File: src/rtl/reg_unit_if.sv
`default_nettype none
// ============================================================================
// Module      : reg_unit_if
// Description : Read/write bus between the core datapath and the register unit.
// Revision    : 1.0 - initial release
// ============================================================================
interface reg_unit_if;
  logic        RUWr;
  logic [4:0]  rs1;
  logic [4:0]  rs2;
  logic [4:0]  rd;
  logic [31:0] DataWr;
  logic [4:0]  DbgAddr;
  logic [31:0] RURs1;
  logic [31:0] RURs2;
  logic [31:0] DbgData;

  modport master (
    output RUWr, rs1, rs2, rd, DataWr, DbgAddr,
    input  RURs1, RURs2, DbgData
  );

  modport slave (
    input  RUWr, rs1, rs2, rd, DataWr, DbgAddr,
    output RURs1, RURs2, DbgData
  );
endinterface
`default_nettype wire

File: src/rtl/reg_unit.sv
`default_nettype none
// ============================================================================
// Module      : reg_unit
// Description : RV32I register file, x0 hard-wired to zero, two operand reads,
//               one debug read, one synchronous write, optional write bypass.
// Revision    : 1.0 - initial release
// ============================================================================
module reg_unit #(
  parameter logic [31:0] SP_INIT = 32'h0000_0FFC,
  parameter bit          BYPASS  = 1'b0
) (
  input  wire        clk,
  input  wire        rst_n,
  reg_unit_if.slave  bus
);

  logic        w_wr_en;
  logic        w_byp1;
  logic        w_byp2;
  logic [31:0] w_file [0:31];

  // Writes to x0 are dropped here so that register never needs storage.
  assign w_wr_en = rst_n && bus.RUWr && (bus.rd != 5'd0);

  assign w_file[0] = 32'h0;

  generate
    for (genvar gi = 1; gi < 32; gi++) begin : g_regs
      logic [31:0] r_x;

      always_ff @(posedge clk) begin
        if (!rst_n) begin
          r_x <= (gi == 2) ? SP_INIT : 32'h0;
        end else if (w_wr_en && (bus.rd == 5'(gi))) begin
          r_x <= bus.DataWr;
        end
      end

      assign w_file[gi] = r_x;
    end
  endgenerate

  assign w_byp1 = BYPASS && w_wr_en && (bus.rs1 == bus.rd);
  assign w_byp2 = BYPASS && w_wr_en && (bus.rs2 == bus.rd);

  always_comb begin
    bus.RURs1   = w_byp1 ? bus.DataWr : w_file[bus.rs1];
    bus.RURs2   = w_byp2 ? bus.DataWr : w_file[bus.rs2];
    bus.DbgData = w_file[bus.DbgAddr];
  end

endmodule
`default_nettype wire

File: src/flat_wrapper.sv
// flat-port wrapper written by rule: the top's interface ports become plain ports
module reg_unit_flat 
#(
  parameter logic [31:0] SP_INIT = 32'h0000_0FFC,
  parameter bit          BYPASS  = 1'b0
)
  (clk, rst_n, bus_RUWr, bus_rs1, bus_rs2, bus_rd, bus_DataWr, bus_DbgAddr, bus_RURs1, bus_RURs2, bus_DbgData);
  reg_unit_if bus_i ();
  input  wire clk;
  input  wire rst_n;
  input wire logic [$bits(bus_i.RUWr)-1:0] bus_RUWr;
  input wire logic [$bits(bus_i.rs1)-1:0] bus_rs1;
  input wire logic [$bits(bus_i.rs2)-1:0] bus_rs2;
  input wire logic [$bits(bus_i.rd)-1:0] bus_rd;
  input wire logic [$bits(bus_i.DataWr)-1:0] bus_DataWr;
  input wire logic [$bits(bus_i.DbgAddr)-1:0] bus_DbgAddr;
  output wire logic [$bits(bus_i.RURs1)-1:0] bus_RURs1;
  output wire logic [$bits(bus_i.RURs2)-1:0] bus_RURs2;
  output wire logic [$bits(bus_i.DbgData)-1:0] bus_DbgData;
  assign bus_i.RUWr = bus_RUWr;
  assign bus_i.rs1 = bus_rs1;
  assign bus_i.rs2 = bus_rs2;
  assign bus_i.rd = bus_rd;
  assign bus_i.DataWr = bus_DataWr;
  assign bus_i.DbgAddr = bus_DbgAddr;
  assign bus_RURs1 = bus_i.RURs1;
  assign bus_RURs2 = bus_i.RURs2;
  assign bus_DbgData = bus_i.DbgData;
  reg_unit #(.SP_INIT(SP_INIT), .BYPASS(BYPASS)) u_core (.clk(clk), .rst_n(rst_n), .bus(bus_i));
endmodule
File: config.mk
export PLATFORM = sky130hd
export DESIGN_NAME = reg_unit_flat
export DESIGN_NICKNAME = d
export VERILOG_FILES = /design/src/rtl/reg_unit_if.sv /design/src/rtl/reg_unit.sv /design/src/flat_wrapper.sv
export SDC_FILE = /design/constraint.sdc
export NUM_CORES = 2
export LEC_CHECK = 0
export CORE_MARGIN = 2
export CORE_UTILIZATION = 45
export DETAILED_ROUTE_END_ITERATION = 8
export SETUP_SLACK_MARGIN = 0.3
export SLEW_MARGIN = 25
export SYNTH_ARGS = -nofsm -noshare
export SYNTH_HDL_FRONTEND = slang
export SYNTH_SLANG_ARGS = --single-unit
File: constraint.sdc
create_clock -name clk -period 4.7 [get_ports clk]
set_input_delay 0.94 -clock clk [delete_from_list [all_inputs] [get_ports clk]]
set_output_delay 0.94 -clock clk [all_outputs]
set_load 0.03 [all_outputs]
==> qor.yml <==
critical_path:
  worst_setup_path_end_kind: "primary output"
  crit_required_ps: 3760
  arrival_ps: 3520
  path_max_fanout: 14
  crit_type: "in -> out"
  cpPeakStageDelay_ps: 800
  cp_slowest_cell: "nor3_1"
  crit_family: "simple AND/OR/NAND/NOR gates"
  cpMostUsedCell: "buf_4"
  crit_chain: "clkdlybuf4s50_1, or2_4, nor3_1, buf_4, a31oi_1, nand3_1, buf_4"
  startpoint_type: "input port"
  path_buf_inv: 3
route:
  detail-route-antenna-nets: 0
  wl_per_cell_um: 28.7
  wirelength_mm: 269
  vias_per_cell: 6.49
  drt_iter0_markers: 8897
  dr.pass1.iters: 6
  vias: 60801
  drc: 0
layout:
  fin_util_pct: 51.5
  nets: 7539
  syn2layout_area_growth_pct: 13.5
  drive_above_1_share_pct: 12.2
  top_regs: "u_core.g_regs.r_x (992)"
  final_cells: 9372
  final_cell_mix: "nand2_1 (2195), mux2i_1 (1152), dfxtp_1 (992)"
  largest-register: "u_core.g_regs.r_x"
  largest_register_ff_count: 992
  layout_commonest_cell: "nand2_1"
floorplan:
  rows: 136
  core_area_um2: 137000
  die_y_um: 376
  die-area_um2: 142000
  die_x_um: 376
  top_level_ports: 151
  start_util_pct: 45.4
power_and_ir_drop:
  vdd_drop_max_mv: 0.320
  p_leak_nw: 25.9
  total_power_mw: 20.9
  cellPowerDensity_nw_per_um2: 296
synth:
  synthCells: 7643
  ys.flop_type: "dfxtp_1"
  synth-seq-cells: 992
  syn_area_per_cell_um2: 8.16
  synth_fp_nets: 7698
  synthTopCellsByArea: "dfxtp_1 (32%), mux2i_1 (18%), nand2_1 (13%)"
  synth_top_cell_by_area: "dfxtp_1"
  seq_area_frac_synth_pct: 31.8
  synth_top_area_share_pct: 31.8
  synth.distinct_cells: 31
  netlist_area_um2: 62400
  yosys_warnings: 0
  synth-edff-count: 0
  async_reset_ff_share_pct: 0
sta:
  hold_viol_final: 0
  period_needed_ps: 4460
  slew_violations: 0
  fin_skew_ps: 0
  fmax_ghz: 0.224
  relSlewSlack_pct: 27.2
  tightest_slew_ps: 1090
  setup_viol: 0
  rsz0062_at_grt: "yes"
  finalCritPeriodShare_pct: 94.8
grt:
  grt_pass1_wl_mm: 390
  grt_pass1_vias: 57007
  use_met2_pct: 54.5
  grt_util_met3_pct: 9.31
  antenna_found_initial: 12
  overflow: 0
  gr-usage-met1_pct: 49.4
  grt_max_degree: 232
  track_usage_pct: 36.6
  top_usage_layer: "met2"
clock_tree:
  cts-root-buf: "clkbuf_16"
  cts_tree: "built"
  clkSinkCount: 992
  htreeDepth: 3
  clkLatencyLatePin_ps: 740
  clk_path_buf_depth: 3
  cts_buffers: 113
  post-cts-setup-buffers: 0
  path_clk_slew_ps: 60
placement:
  dp_hpwl_mm: 164
  placed_cells: 9163
  gp_congestion: 0.951
  port_buffers: 150
hold_path:
  hp-class: "reg -> reg"
run:
  max_cap_violations: 0
status:
  outcome: "finished clean"
==> cell usage after synthesis (3+ instances only) <==
library cell  count
a21boi_0        713
a21boi_1        269
a21oi_1         192
a221oi_1         96
a22oi_1         384
a31oi_1          96
and2_1            7
and3_1            3
buf_1             5
buf_2           215
buf_4            69
buf_6            42
clkbuf_1        442
dfxtp_1         992
mux2_2           96
mux2i_1        1152
mux4_2           96
nand2_1        2207
nand2b_1          5
nand3_1         309
nor2_1           32
nor2_4            3
nor2b_1         112
nor3_1           97
or2_2             3
==> through the flow <==
step / setup slack, ps / TNS, ps / hold slack, ps / area [µm²]
finish: 244 / 0 / 480 / 70800
global route: 296 / 0 / 497 / 70800
CTS: 336 / 0 / 478 / 70700
detailed placement: 105 / 0 / 468 / 66900
global placement: -202 / -202 / 461 / 66900
floorplan: 1320 / 0 / 451 / 62400
==> kinds of logic (layout without fill, tap and decap cells) <==
logic type | after synthesis | in the layout | share of synthesized area, %
other cells | 0 | 6 | 0
compound gates | 1750 | 1750 | 20.3
mux | 1344 | 1344 | 23.7
simple gates | 2784 | 2784 | 18.2
buf+inv | 773 | 702 | 6.00
flops | 992 | 992 | 31.8
==> routing by layer <==
layer / wire (µm) / share of wire (%)
met5: 69 / 0.026
met4: 13200 / 4.9
met3: 32700 / 12
met2: 115000 / 43
met1: 109000 / 40
==> power by group <==
part | switching [mW] | internal [mW] | leakage (nW)
clock network | 3.85 | 5.32 | 1.84
registers | 0.0357 | 8.44 | 7.99
logic | 2.07 | 1.21 | 16.1
==> repair_timing <==
action / 4_1_cts / 5_1_grt
gates resized for setup: 8 / 14
hold buffers: 0 / 0
hold endpoints to repair: 0 / 0
pin swaps: 0 / 1
endpoints found under the setup margin: 10 / 13
==> worst reg2reg max path, cell delays in order, from the launching register on <==
cell	delay [ps]
dfxtp_1	480
nand2_1	80
a21boi_0	180
==> final timing paths <==
check | startpoint | slack [ps] | to | cells past startpoint
worst max-delay path | bus_rs2[4] | 240 | bus_RURs2[25] | 7
worst min-delay path | u_core.g_regs[3].r_x[25] | 480 | u_core.g_regs[3].r_x[25] | 2
worst max register to register | u_core.g_regs[10].r_x[21] | 3890 | u_core.g_regs[10].r_x[21] | 2
worst min register to register | u_core.g_regs[3].r_x[25] | 480 | u_core.g_regs[3].r_x[25] | 2
==> layout make-up <==
| cell class | count | area, µm² |
|---|---|---|
| sequential | 992 | 19900 |
| tap | 1794 | 2240 |
| antenna | 6 | 15.0 |
| clock inverter | 33 | 389 |
| timing repair buffer | 499 | 5620 |
| clock buffer | 170 | 3350 |
| multi-input combinational | 5878 | 39300 |
| fill | 12757 | 66700 |
Power figures use the tool's default switching activity.
